**src/rtl/cam_trig_responder_pkg.sv**
```systemverilog
// rtl/cam_trig_responder_pkg.sv - shared state encoding and default sizing for the camera trigger responder
package cam_resp_pkg;

    typedef enum logic [1:0] {
        IDLE    = 2'd0,
        EXPOSE  = 2'd1,
        READOUT = 2'd2,
        READY   = 2'd3
    } cam_state_e;

    localparam int CW_DEF      = 24;
    localparam int RDY_LEN_DEF = 16;
    localparam int SEQ_LEN_DEF = 32;
    localparam int OVR_W_DEF   = 8;

endpackage

```
**src/rtl/cam_trig_responder_if.sv**
```systemverilog
// rtl/cam_trig_responder_if.sv - projector/camera trigger-ready handshake bundle
interface cam_trig_if;
    logic trig;
    logic f_frm;
    logic rdy;

    // projector side drives the trigger and first-frame flag, camera answers with rdy
    modport master (output trig, output f_frm, input rdy);
    modport slave  (input trig, input f_frm, output rdy);
endinterface

```
**src/rtl/cam_trig_responder_phase_timer.sv**
```systemverilog
// rtl/cam_trig_responder_phase_timer.sv - reloadable phase down-counter, load value clamped to at least 1
module cam_phase_timer #(
    parameter int CW = 24
) (
    input  logic          clk,
    input  logic          rst,
    input  logic          clr,
    input  logic          load,
    input  logic [CW-1:0] load_val,
    output logic [CW-1:0] cnt,
    output logic          done
);

    logic [CW-1:0] cnt_r;

    always_ff @(posedge clk) begin
        if (rst || clr) begin
            cnt_r <= '0;
        end else if (load) begin
            cnt_r <= (load_val == '0) ? CW'(1) : load_val;
        end else if (cnt_r != '0) begin
            cnt_r <= cnt_r - CW'(1);
        end
    end

    // done marks the last cycle of the loaded phase
    assign done = (cnt_r == CW'(1));
    assign cnt  = cnt_r;

endmodule

```
**src/rtl/cam_trig_responder.sv**
```systemverilog
// rtl/cam_trig_responder.sv - camera-side trigger responder: exposure, readout, ready pulse, sequence tracking
module cam_trig_responder
    import cam_resp_pkg::*;
#(
    parameter int CW      = CW_DEF,
    parameter int RDY_LEN = RDY_LEN_DEF,
    parameter int SEQ_LEN = SEQ_LEN_DEF,
    parameter int OVR_W   = OVR_W_DEF,
    localparam int FW     = $clog2(SEQ_LEN)
) (
    input  logic             clk,
    input  logic             rst,
    input  logic             mode,
    cam_trig_if.slave        bus,
    input  logic [CW-1:0]    exp_cycles,
    input  logic [CW-1:0]    readout_cycles,
    output logic             busy,
    output logic             exposing,
    output logic [FW-1:0]    frame_idx,
    output logic             seq_done,
    output logic             overrun,
    output logic [OVR_W-1:0] overrun_cnt
);

    localparam logic [CW-1:0]    RDY_LEN_C = CW'(RDY_LEN);
    localparam logic [FW-1:0]    LAST_IDX  = FW'(SEQ_LEN - 1);
    localparam logic [OVR_W-1:0] OVR_MAX   = '1;

    cam_state_e    state;
    logic          trig_q;
    logic          trig_edge;
    logic          rdy_r;
    logic          first_pend;
    logic [CW-1:0] r_lat;

    logic          tmr_load;
    logic [CW-1:0] tmr_val;
    logic [CW-1:0] tmr_cnt;
    logic          tmr_done;

    assign trig_edge = bus.trig & ~trig_q;
    assign bus.rdy   = rdy_r;

    // one timer serves all three phases; it is reloaded on each phase entry
    always_comb begin
        tmr_load = 1'b0;
        tmr_val  = exp_cycles;
        if (mode) begin
            case (state)
                IDLE: begin
                    tmr_load = trig_edge;
                    tmr_val  = exp_cycles;
                end
                EXPOSE: begin
                    tmr_load = tmr_done;
                    tmr_val  = r_lat;
                end
                READOUT: begin
                    tmr_load = tmr_done;
                    tmr_val  = RDY_LEN_C;
                end
                default: begin
                    tmr_load = 1'b0;
                    tmr_val  = exp_cycles;
                end
            endcase
        end
    end

    cam_phase_timer #(.CW(CW)) u_timer (
        .clk      (clk),
        .rst      (rst),
        .clr      (~mode),
        .load     (tmr_load),
        .load_val (tmr_val),
        .cnt      (tmr_cnt),
        .done     (tmr_done)
    );

    always_ff @(posedge clk) begin
        if (rst) begin
            state       <= IDLE;
            trig_q      <= 1'b1;
            rdy_r       <= 1'b0;
            busy        <= 1'b0;
            exposing    <= 1'b0;
            seq_done    <= 1'b0;
            overrun     <= 1'b0;
            overrun_cnt <= '0;
            frame_idx   <= '0;
            first_pend  <= 1'b1;
            r_lat       <= CW'(1);
        end else begin
            trig_q   <= bus.trig;
            seq_done <= 1'b0;
            if (!mode) begin
                state      <= IDLE;
                rdy_r      <= 1'b0;
                exposing   <= 1'b0;
                busy       <= 1'b0;
                first_pend <= 1'b1;
            end else begin
                if (trig_edge && state != IDLE) begin
                    overrun <= 1'b1;
                    if (overrun_cnt != OVR_MAX)
                        overrun_cnt <= overrun_cnt + OVR_W'(1);
                end
                case (state)
                    IDLE: begin
                        if (trig_edge) begin
                            state      <= EXPOSE;
                            busy       <= 1'b1;
                            exposing   <= 1'b1;
                            first_pend <= 1'b0;
                            r_lat      <= (readout_cycles == '0) ? CW'(1) : readout_cycles;
                            if (first_pend || bus.f_frm)
                                frame_idx <= '0;
                            else if (frame_idx == LAST_IDX)
                                frame_idx <= '0;
                            else
                                frame_idx <= frame_idx + FW'(1);
                        end
                    end
                    EXPOSE: begin
                        if (tmr_done) begin
                            state    <= READOUT;
                            exposing <= 1'b0;
                            // a one-cycle readout makes the next cycle the final one
                            if (frame_idx == LAST_IDX && r_lat == CW'(1))
                                seq_done <= 1'b1;
                        end
                    end
                    READOUT: begin
                        if (frame_idx == LAST_IDX && tmr_cnt == CW'(2))
                            seq_done <= 1'b1;
                        if (tmr_done) begin
                            state <= READY;
                            rdy_r <= 1'b1;
                        end
                    end
                    READY: begin
                        if (tmr_done) begin
                            state <= IDLE;
                            rdy_r <= 1'b0;
                            busy  <= 1'b0;
                        end
                    end
                    default: state <= IDLE;
                endcase
            end
        end
    end

endmodule

```
**src/flat_wrapper.sv**
```systemverilog
// flat-port wrapper written by rule: the top's interface ports become plain ports
module cam_trig_responder_flat import cam_resp_pkg::*;
#(
    parameter int CW      = CW_DEF,
    parameter int RDY_LEN = RDY_LEN_DEF,
    parameter int SEQ_LEN = SEQ_LEN_DEF,
    parameter int OVR_W   = OVR_W_DEF,
    localparam int FW     = $clog2(SEQ_LEN)
)
  (clk, rst, mode, exp_cycles, readout_cycles, busy, exposing, frame_idx, seq_done, overrun, overrun_cnt, bus_trig, bus_f_frm, bus_rdy);
  cam_trig_if bus_i ();
  input  logic clk;
  input  logic rst;
  input  logic mode;
  input  logic [CW-1:0] exp_cycles;
  input  logic [CW-1:0] readout_cycles;
  output logic busy;
  output logic exposing;
  output logic [FW-1:0] frame_idx;
  output logic seq_done;
  output logic overrun;
  output logic [OVR_W-1:0] overrun_cnt;
  input wire logic [$bits(bus_i.trig)-1:0] bus_trig;
  input wire logic [$bits(bus_i.f_frm)-1:0] bus_f_frm;
  output wire logic [$bits(bus_i.rdy)-1:0] bus_rdy;
  assign bus_i.trig = bus_trig;
  assign bus_i.f_frm = bus_f_frm;
  assign bus_rdy = bus_i.rdy;
  cam_trig_responder #(.CW(CW), .RDY_LEN(RDY_LEN), .SEQ_LEN(SEQ_LEN), .OVR_W(OVR_W)) u_core (.clk(clk), .rst(rst), .mode(mode), .bus(bus_i), .exp_cycles(exp_cycles), .readout_cycles(readout_cycles), .busy(busy), .exposing(exposing), .frame_idx(frame_idx), .seq_done(seq_done), .overrun(overrun), .overrun_cnt(overrun_cnt));
endmodule
```
**config.mk**
```make
export PLATFORM = sky130hd
export DESIGN_NAME = cam_trig_responder_flat
export DESIGN_NICKNAME = d
export VERILOG_FILES = /design/src/rtl/cam_trig_responder_pkg.sv /design/src/rtl/cam_trig_responder_if.sv /design/src/rtl/cam_trig_responder_phase_timer.sv /design/src/rtl/cam_trig_responder.sv /design/src/flat_wrapper.sv
export SDC_FILE = /design/constraint.sdc
export NUM_CORES = 1
export LEC_CHECK = 0
export ABC_AREA = 1
export CORE_MARGIN = 2
export CORE_UTILIZATION = 40
export CTS_BUF_LIST = sky130_fd_sc_hd__clkbuf_16
export DETAILED_ROUTE_END_ITERATION = 8
export GPL_ROUTABILITY_DRIVEN = 0
export PLACE_DENSITY = 0.72
export REMOVE_ABC_BUFFERS = 1
export SYNTH_ARGS = -nofsm -noshare
export SYNTH_HDL_FRONTEND = slang
export SYNTH_SLANG_ARGS = --single-unit
```
**constraint.sdc**
```tcl
create_clock -name clk -period 2.6 [get_ports clk]
set_input_delay 0.39 -clock clk [delete_from_list [all_inputs] [get_ports clk]]
set_output_delay 0.39 -clock clk [all_outputs]
set_load 0.03 [all_outputs]
```
==> summary.md, run 1 <==
| Metric | Value |
|---|---|
| Status | `finished clean` |
| Fin worst setup slack | `0.460 ns` |
| Die X | `107 µm` |
| Htree depth | `3` |
| #FFs+latches synth | `70` |
| DRC Markers | `0` |
| Post-DP HPWL | `8690 µm` |
| Cell count after synthesis | `645` |
| Synth warn | `0` |
| CP endpoint kind | `flip-flop` |
| Routed wire length | `11200 µm` |
| Fin crit share | `82.3%` |
| Post-Syn Area | `4240 µm²` |
| Post-CTS Hold Buffers | `0` |
| Number of port buffers | `70` |
| Ratio of cells with drive above 1 in the final layout | `7.26%` |
| Congestion Overflow GR | `0` |
| FILL cells | `975` |
| Vias/cell | `5.04` |
| Clock power share | `29.7%` |
| Leakage | `2.34 nW` |
| Antenna Cells | `0` |
| Area Overhead vs Synth | `26.8%` |
| Post-DR wirelength/cell | `13.2 µm` |
| Die area | `11400 µm²` |
| Fmax | `0.467 GHz` |
| Int Power | `2.68 mW` |
| Mean area per synthesized cell | `6.58 µm²` |
| DR iter-0 viols | `329` |
| CTS tree | `built` |
| Largest net degree at the start of global routing | `44` |
| FF/Latch Area | `1400 µm²` |
| CTS Buf Count | `9` |
| CTS resizes | `0` |
| Vias in the first global route | `4128` |
| First-pass GRT wire length | `18700 µm` |
| Vias | `4291` |
| Critical Path RT | `2.86 ns` |
| Setup crit start kind | `flip-flop` |
| Core footprint | `10300 µm²` |
| I/O Pins | `71` |
| Setup Skew | `0.00501 ns` |
| Clock slew at reported path FFs | `0.06 ns` |
| Num rows | `37` |
| Post-CTS Setup Bufs | `0` |
| Crit Path Max Fanout | `16` |
| RSZ-0062 raised after global routing | `no` |
| Detailed Routing Iterations Pass 1 | `5` |
| Switching Fraction | `38.9%` |
| WS Path Type | `flip-flop to flip-flop` |
| Pwr dens | `816 nW/µm²` |
| Sequential share of the synthesized area | `33.0%` |
| Combinational power share | `41.2%` |
| Maximum capacitance violations | `0` |
| Worst hold margin | `0.472 ns` |
| Final min period | `2.14 ns` |
| Worst Hold Class | `flip-flop to flip-flop` |
| Worst slack, placed | `0.299 ns` |
| Setup TNS Final | `0 ns` |
| Slew Limit Fails | `0` |
| Bufs on Longest Clock Path | `2` |
| Worst-Skew Late Latency | `0.33 ns` |
| Global Route Usage Sum | `20.3%` |
| Antenna-violating nets left | `0` |
| Num Clock Sinks | `70` |
| Netlist cell types | `38` |
| Clk Tree Root Cell | `clkbuf_16` |
| Peak VDD IR | `0.411 mV` |
| Initial antenna violation count | `0` |
| Primary FF master, synth | `dfxtp_1` |
| Final setup vio count | `0` |
| Post-layout nets | `775` |
| Initial Util | `41.1%` |
| Die Y-Extent | `107 µm` |
| Area used by multi-input combinational logic | `2400 µm²` |
| Relative slew slack | `61.9%` |
| Number of synthesized flops with an enable pin | `0` |
| Slew @ Worst Pin | `0.572 ns` |
| Hold Fails Final Rpt | `0` |
| Critical path arrival | `2.40 ns` |
| P_sw | `1.71 mW` |
| Asr flop ratio synth | `0%` |
| Sequential power share | `29.1%` |
final cells by class:
cell class	count	area share, %
multi-input combinational	468	44.7
sequential	70	26.0
timing repair buffer	77	14.2
inverter	85	5.93
clock buffer	9	4.19
tap	136	3.16
clock inverter	7	1.79
worst max-delay path, cell delays in order, from the launching register on:
cell and delay [ns]:
dfxtp_1 0.36, inv_1 0.09, ha_1 0.40, nand2_2 0.14, inv_2 0.24, nand2_1 0.13
nand2_1 0.08, nand2_1 0.05, nor2_1 0.16, nand2_1 0.07, nor2_1 0.08, nand2_1 0.05
nand3_1 0.06, nand2_1 0.05, a21oi_1 0.11
worst paths after layout:
kind | slack [ns] | start | cells past startpoint | to
max | 0.46 | u_core.state[0] | 14 | u_core.u_timer.cnt[0]
min | 0.47 | u_core.overrun | 2 | u_core.overrun
max reg2reg | 0.46 | u_core.state[0] | 14 | u_core.u_timer.cnt[0]
min reg2reg | 0.47 | u_core.overrun | 2 | u_core.overrun
flip-flops by register name, summed over array words and instances (netlist names), 2 cells and up:
signal / flops
u_core.r_lat: 24
u_core.u_timer.cnt: 24
u_core.overrun_cnt: 8
u_core.state: 2
u_core.frame_idx: 5
cell usage after synthesis (7+ instances only):
master      n  area share (%)
a21oi_1    43             5.1
a31oi_1    12             1.8
clkbuf_1   11            0.97
dfxtp_1    70              33
ha_1       11             3.2
inv_1      81             7.2
nand2_1   146              13
nand3_1    35             4.1
nand4_1    12             1.8
nor2_1     81             7.2
nor2_2      7             1.0
nor3_1      9             1.1
nor4_1     11             1.6
o21ai_0    56             6.6
xor2_1      9             1.9
power groups by stage:
| stage | combinational, mW | clock (mW) | sequential [mW] |
|---|---|---|---|
| after floorplan | 1.33 | 0 | 1.28 |
| after global placement | 1.76 | 0 | 1.30 |
| after detailed placement | 1.77 | 0 | 1.30 |
| after CTS | 1.79 | 1.32 | 1.28 |
| after global routing | 2.02 | 1.37 | 1.29 |
| final | 1.81 | 1.30 | 1.28 |
cells in the final DEF, fill, tap and decap left out, types with 12 or more instances in the layout:
master / Yosys / final
a21oi_1: 43 / 43
a31oi_1: 12 / 12
clkdlybuf4s50_1: 0 / 70
dfxtp_1: 70 / 70
inv_1: 81 / 81
nand2_1: 146 / 146
nand3_1: 35 / 35
nand4_1: 12 / 12
nor2_1: 81 / 81
o21ai_0: 56 / 56
routing by layer:
layer  track usage [%]  vias to the layer above  share of wire (%)
li1                  -                     2225                  -
met1              26.6                     1930                 46
met2              33.8                      115                 47
met3              3.83                       21                5.1
met4              6.49                        0                1.8
met5                 0                        -                  0
through the flow:
step | power [mW] | utilization (%) | std cells | cell area (µm²)
final | 4.39 | 52.1 | 852 | 5380
after global routing | 4.68 | 52.1 | 852 | 5380
after CTS | 4.39 | 52.1 | 852 | 5380
after detailed placement | 3.07 | 49.0 | 836 | 5060
after global placement | 3.06 | 49.0 | 836 | 5060
after floorplan | 2.61 | - | 623 | 4120
cell families (layout without fill, tap and decap cells):
group / count (synthesis) / in the layout / synth area share, %
simple gates: 321 / 321 / 35.0
buf+inv: 107 / 178 / 10.4
xor+xnor: 14 / 14 / 2.89
compound gates: 122 / 122 / 15.5
flops: 70 / 70 / 33.0
fa+ha+maj: 11 / 11 / 3.24
Power figures use the tool's default switching activity.
==> run 2, diff against run 1 <==
--- a/config.mk
+++ b/config.mk
@@ -11,7 +11,7 @@
 export CTS_BUF_LIST = sky130_fd_sc_hd__clkbuf_16
 export DETAILED_ROUTE_END_ITERATION = 8
 export GPL_ROUTABILITY_DRIVEN = 0
-export PLACE_DENSITY = 0.72
+export PLACE_DENSITY = 0.74
 export REMOVE_ABC_BUFFERS = 1
 export SYNTH_ARGS = -nofsm -noshare
 export SYNTH_HDL_FRONTEND = slang
==> constraint.sdc (replaced) <==
create_clock -name clk -period 1.8 [get_ports clk]
set_input_delay 0.27 -clock clk [delete_from_list [all_inputs] [get_ports clk]]
set_output_delay 0.27 -clock clk [all_outputs]
set_load 0.03 [all_outputs]
==> summary.md, run 2 (synthesized netlist as in run 1, its figures left out) <==
| Metric | Value |
|---|---|
| Hold Fails Final Rpt | `0 (unchanged)` |
| Setup Skew | `0.00611 ns (was 0.00501 ns)` |
| Bufs on Longest Clock Path | `2 (unchanged)` |
| Initial antenna violation count | `0 (unchanged)` |
| Worst hold margin | `0.477 ns (was 0.472 ns)` |
| Final setup vio count | `0 (unchanged)` |
| Routed wire length | `12400 µm (was 11200 µm)` |
| Post-DR wirelength/cell | `13.5 µm (was 13.2 µm)` |
| CTS Buf Count | `9 (unchanged)` |
| Post-layout nets | `842 (was 775)` |
| Clock power share | `26.3% (was 29.7%)` |
| Worst-Skew Late Latency | `0.34 ns (was 0.33 ns)` |
| Global Route Usage Sum | `21.3% (was 20.3%)` |
| Fmax | `0.565 GHz (was 0.467 GHz)` |
| Vias/cell | `5.14 (was 5.04)` |
| Setup TNS Final | `0 ns (unchanged)` |
| CTS tree | `built (unchanged)` |
| Setup crit start kind | `flip-flop (unchanged)` |
| Fin crit share | `98.4% (was 82.3%)` |
| Post-DP HPWL | `8810 µm (was 8690 µm)` |
| Area Overhead vs Synth | `45.3% (was 26.8%)` |
| Leading cell types in the layout, fill and taps excluded | `nand2_1, inv_1, nor2_1, clkdlybuf4s50_1, dfxtp_1 (unchanged)` |
| Clock slew at reported path FFs | `0.06 ns (about the same)` |
| Vias in the first global route | `4313 (was 4128)` |
| Int Power | `4.10 mW (was 2.68 mW)` |
| First-pass GRT wire length | `19600 µm (was 18700 µm)` |
| Htree depth | `3 (unchanged)` |
| Switching Fraction | `40.0% (was 38.9%)` |
| Core footprint | `10300 µm² (unchanged)` |
| Largest net degree at the start of global routing | `44 (unchanged)` |
| Ratio of cells with drive above 1 in the final layout | `20.6% (was 7.26%)` |
| Leakage | `2.73 nW (was 2.34 nW)` |
| DR iter-0 viols | `301 (was 329)` |
| Crit Path Max Fanout | `7 (was 16)` |
| Vias | `4727 (was 4291)` |
| CP endpoint kind | `flip-flop (unchanged)` |
| Antenna-violating nets left | `0 (unchanged)` |
| Initial Util | `41.1% (unchanged)` |
| Slew @ Worst Pin | `0.440 ns (was 0.572 ns)` |
| Sequential power share | `27.2% (was 29.1%)` |
| Die Y-Extent | `107 µm (unchanged)` |
| Area used by multi-input combinational logic | `2590 µm² (was 2400 µm²)` |
| Critical path arrival | `2.01 ns (was 2.40 ns)` |
| WS Path Type | `flip-flop to flip-flop (unchanged)` |
| Detailed Routing Iterations Pass 1 | `5 (unchanged)` |
| Peak VDD IR | `0.553 mV (was 0.411 mV)` |
| FF/Latch Area | `1410 µm² (was 1400 µm²)` |
| Num rows | `37 (unchanged)` |
| DRC Markers | `0 (unchanged)` |
| Die X | `107 µm (unchanged)` |
| I/O Pins | `71 (unchanged)` |
| Combinational power share | `46.6% (was 41.2%)` |
| Maximum capacitance violations | `0 (unchanged)` |
| Pwr dens | `1110 nW/µm² (was 816 nW/µm²)` |
| Status | `finished clean (unchanged)` |
| Slew Limit Fails | `0 (unchanged)` |
| Worst slack, placed | `-0.197 ns (was 0.299 ns)` |
| Final min period | `1.77 ns (was 2.14 ns)` |
| Number of port buffers | `70 (unchanged)` |
| Clk Tree Root Cell | `clkbuf_16 (unchanged)` |
| Congestion Overflow GR | `0 (unchanged)` |
| Relative slew slack | `70.4% (was 61.9%)` |
| Post-CTS Hold Buffers | `0 (unchanged)` |
| Commonest non-fill, non-tap cell in the layout | `nand2_1 (unchanged)` |
| Antenna Cells | `0 (unchanged)` |
| RSZ-0062 raised after global routing | `yes (was no)` |
| FILL cells | `896 (was 975)` |
| Fin worst setup slack | `0.0290 ns (was 0.460 ns)` |
| Num Clock Sinks | `70 (unchanged)` |
| Critical Path RT | `2.03 ns (was 2.86 ns)` |
| Die area | `11400 µm² (unchanged)` |
| P_sw | `2.73 mW (was 1.71 mW)` |
| Worst Hold Class | `flip-flop to flip-flop (unchanged)` |
run 2: worst paths after layout:
kind | from | to | slack [ns] | cells after the start
worst max-delay path | u_core.state[1] | u_core.u_timer.cnt[0] | 0.03 | 13
worst min register to register | u_core.overrun | u_core.overrun | 0.48 | 2
worst max register to register | u_core.state[1] | u_core.u_timer.cnt[0] | 0.03 | 13
worst min-delay path | u_core.overrun | u_core.overrun | 0.48 | 2
run 2: through the flow:
step                      power, mW  cell area, µm²  util, %  std cells
after floorplan                3.77            4120        -        623
after detailed placement       4.62            5520     53.4        892
final                          6.83            6160     59.7        919
after CTS                      6.48            5870     56.9        909
after global placement         4.57            5520     53.4        892
after global routing           7.29            6160     59.7        919
run 2: layout make-up:
cell class | count | area share, %
Clock inverter | 7 | 1.20
Inverter | 85 | 5.30
Sequential cell | 70 | 22.8
Tap cell | 136 | 2.76
Clock buffer | 9 | 3.65
Timing Repair Buffer | 144 | 22.2
Multi-Input combinational cell | 468 | 42.0
run 2: critical path: stages, from the launching register on:
cell       delay, ns
dfxtp_2         0.33
inv_2           0.05
ha_4            0.29
nand2_8         0.10
clkbuf_16       0.19
buf_6           0.12
o21ai_4         0.16
nor2_1          0.06
nand2_1         0.08
nor2_1          0.05
nand2_1         0.06
nand3_1         0.06
nand2_1         0.06
a21oi_1         0.06
run 2: power by group through the flow:
stage | Clock (mW) | Combinational [mW] | Sequential (mW)
6_report | 1.80 | 3.18 | 1.86
5_1_grt | 1.89 | 3.52 | 1.87
4_1_cts | 1.82 | 2.82 | 1.84
3_5_place_dp | 0 | 2.75 | 1.87
3_3_place_gp | 0 | 2.71 | 1.87
2_1_floorplan | 0 | 1.92 | 1.85
run 2: metal layers:
layer,part of all wire [%],track usage [%]
met5,0,0
met4,2.3,7.24
met3,4.9,3.53
met2,49,36.9
met1,44,26.7
run 2: what timing repair did:
action                     4_1_cts  5_1_grt
gates cloned                     1        2
pin swaps                        2       12
setup buffers                    0        8
setup endpoints to repair        1       32
gates resized for setup         13       56
==> run 3, diff against run 2 <==
--- a/config.mk
+++ b/config.mk
@@ -11,7 +11,7 @@
 export CTS_BUF_LIST = sky130_fd_sc_hd__clkbuf_16
 export DETAILED_ROUTE_END_ITERATION = 8
 export GPL_ROUTABILITY_DRIVEN = 0
-export PLACE_DENSITY = 0.74
+export PLACE_DENSITY = 0.65
 export REMOVE_ABC_BUFFERS = 1
 export SYNTH_ARGS = -nofsm -noshare
 export SYNTH_HDL_FRONTEND = slang
==> summary.md, run 3 (synthesized netlist as in run 1, its figures left out) <==
| Metric | Value |
|---|---|
| Global Route Usage Sum | `21.9% (was 21.3%)` |
| Stages on worst setup path | `15 (was 13)` |
| Area Overhead vs Synth | `47.8% (was 45.3%)` |
| Die Y-Extent | `107 µm (unchanged)` |
| Initial Util | `41.1% (unchanged)` |
| Setup TNS Final | `-0.0998 ns (was 0 ns)` |
| Post-DR wirelength/cell | `13.8 µm (was 13.5 µm)` |
| Leading cell types in the layout, fill and taps excluded | `nand2_1, inv_1, nor2_1, clkdlybuf4s50_1, buf_4 (was nand2_1, inv_1, nor2_1, clkdlybuf4s50_1, dfxtp_1)` |
| Post-DP HPWL | `9270 µm (was 8810 µm)` |
| CTS tree | `built (unchanged)` |
| Number of port buffers | `70 (unchanged)` |
| WHS Path Cells | `2 (unchanged)` |
| Core footprint | `10300 µm² (unchanged)` |
| Buf/Inv on CP | `3 (unchanged)` |
| Post-route cell area | `6270 µm² (was 6160 µm²)` |
| Layout Utilization | `60.7% (was 59.7%)` |
| Worst Hold Class | `flip-flop to flip-flop (unchanged)` |
| Setup Skew | `0.00949 ns (was 0.00611 ns)` |
| Die area | `11400 µm² (unchanged)` |
| FF-to-FF setup slack | `-0.1 ns (was 0.03 ns)` |
| Largest net degree at the start of global routing | `44 (unchanged)` |
| Bufs on Longest Clock Path | `2 (unchanged)` |
| Final Total Pwr | `6.75 mW (was 6.83 mW)` |
| Detailed Routing Iterations Pass 1 | `5 (unchanged)` |
| Antenna Cells | `0 (unchanged)` |
| Vias/cell | `5.06 (was 5.14)` |
| Peak VDD IR | `0.566 mV (was 0.553 mV)` |
| Reg-to-Reg Start | `u_core.state[1] (unchanged)` |
| Worst-Skew Late Latency | `0.33 ns (was 0.34 ns)` |
| Critical path, cell by cell | `inv_2, buf_6, ha_4, buf_12, nand2_2, nor2_2, nor2_2, nand2_1, nor2_2, nand2_1, nor2_1, nand2_1, nand3_1, nand2_1, a21oi_2 (was inv_2, ha_4, nand2_8, clkbuf_16, buf_6, o21ai_4, nor2_1, nand2_1, nor2_1, nand2_1, nand3_1, nand2_1, a21oi_1)` |
| Hold Path Sink | `u_core.overrun (unchanged)` |
| Congestion Overflow GR | `0 (unchanged)` |
| Antenna-violating nets left | `0 (unchanged)` |
| Routed wire length | `12800 µm (was 12400 µm)` |
| Fin worst setup slack | `-0.0998 ns (was 0.0290 ns)` |
| Commonest non-fill, non-tap cell in the layout | `nand2_1 (unchanged)` |
| Slew Limit Fails | `0 (unchanged)` |
| I/O Pins | `71 (unchanged)` |
| Post-layout nets | `853 (was 842)` |
| Final setup vio count | `1 (was 0)` |
| Slew @ Worst Pin | `0.422 ns (was 0.440 ns)` |
| Cell mode on critical path | `nand2_1 (unchanged)` |
| Vias | `4707 (was 4727)` |
| Final min period | `1.90 ns (was 1.77 ns)` |
| Post-DP Area | `5560 µm² (was 5520 µm²)` |
| Die X | `107 µm (unchanged)` |
| Critical Path Max Stage Delay | `0.33 ns (about the same)` |
| DRC Markers | `0 (unchanged)` |
| Setup crit start kind | `flip-flop (unchanged)` |
| Relative slew slack | `71.6% (was 70.4%)` |
| Maximum capacitance violations | `0 (unchanged)` |
| HP Start | `u_core.overrun (unchanged)` |
| Hold Fails Final Rpt | `0 (unchanged)` |
| Critical Path RT | `2.07 ns (was 2.03 ns)` |
| R2R cell count | `15 (was 13)` |
| Failing checks | `setup timing` |
| WS Path Type | `flip-flop to flip-flop (unchanged)` |
| CP max-delay cell | `dfxtp_2 (unchanged)` |
| Ratio of cells with drive above 1 in the final layout | `21.7% (was 20.6%)` |
| Worst slack, placed | `-0.242 ns (was -0.197 ns)` |
| Initial antenna violation count | `0 (unchanged)` |
| Pwr dens | `1080 nW/µm² (was 1110 nW/µm²)` |
| Reg2reg end | `u_core.u_timer.cnt[0] (unchanged)` |
| Clk Tree Root Cell | `clkbuf_16 (unchanged)` |
| Vias in the first global route | `4395 (was 4313)` |
| Post-CTS Hold Buffers | `0 (unchanged)` |
| CP endpoint kind | `flip-flop (unchanged)` |
| Num rows | `37 (unchanged)` |
| RSZ-0062 raised after global routing | `yes (unchanged)` |
| Htree depth | `3 (unchanged)` |
| Fin crit share | `106% (was 98.4%)` |
| Fmax | `0.526 GHz (was 0.565 GHz)` |
| DR iter-0 viols | `302 (was 301)` |
| Status | `finished, violations left (was finished clean)` |
| First-pass GRT wire length | `20000 µm (was 19600 µm)` |
| Critical path arrival | `2.16 ns (was 2.01 ns)` |
| Crit Path Max Fanout | `7 (unchanged)` |
| CP top delay family | `simple AND/OR/NAND/NOR gates (unchanged)` |
| Clock slew at reported path FFs | `0.06 ns (about the same)` |
| CTS Buf Count | `9 (unchanged)` |
| Leakage | `2.80 nW (was 2.73 nW)` |
| Num Clock Sinks | `70 (unchanged)` |
-- run 3: cell types whose count changed in the layout (fill, tap and decap cells not counted), moves of 4 or more --
cell / before / now
buf_4: 65 / 69
nor2_1: 74 / 69
nor2_2: 12 / 16
buf_6: 2 / 7
-- run 3: layer usage --
metal	GRT usage [%]	vias up	wire (µm)
met2	35.8	123	6080
met5	0	-	0
met3	4.19	28	537
met1	28.9	2178	5920
li1	-	2378	-
met4	7.42	0	299
-- run 3: timing repair --
action | CTS | global route
gates cloned | 2 | 4
setup endpoints to repair | 2 | 35
buffers inserted | 4 | 5
pin swaps | 6 | 26
resized for setup | 13 | 65
-- run 3: worst max path at each step --
stage | startpoint | endpoint | slack [ns]
finish | u_core.state[1] | u_core.u_timer.cnt[0] | -0.1
global route | u_core.state[1] | u_core.u_timer.cnt[0] | -0.16
CTS | u_core.state[1] | u_core.u_timer.cnt[0] | -0.04
detailed placement | mode | u_core.u_timer.cnt[0] | -0.24
global placement | mode | u_core.u_timer.cnt[0] | -0.20
floorplan | u_core.state[0] | u_core.frame_idx[3] | -0.30
-- run 3: power by group --
part,switching (mW),leakage [nW],internal [mW]
registers,0.153,0.571,1.71
logic,1.87,2.09,1.36
clock network,0.716,0.137,0.949
total,2.74,2.80,4.01
-- run 3: cell type report --
type / count / area [µm²]
clock buffer: 9 / 225
clock inverter: 7 / 56.3
fill: 953 / 4050
inverter: 85 / 332
multi-input combinational: 469 / 2590
sequential: 70 / 1410
tap: 136 / 170
timing repair buffer: 154 / 1480
-- run 3: worst min-delay path, delay by kind of cell (launching register included) --
kind | cells | cell delay (ns)
and+or+nand+nor | 2 | 0.11
DFF | 1 | 0.33
-- run 3: per-stage QoR --
step	hold WS (ns)	instances
floorplan	0.339	623
global placement	0.459	900
detailed placement	0.469	900
CTS	0.485	922
global route	0.513	930
finish	0.478	930
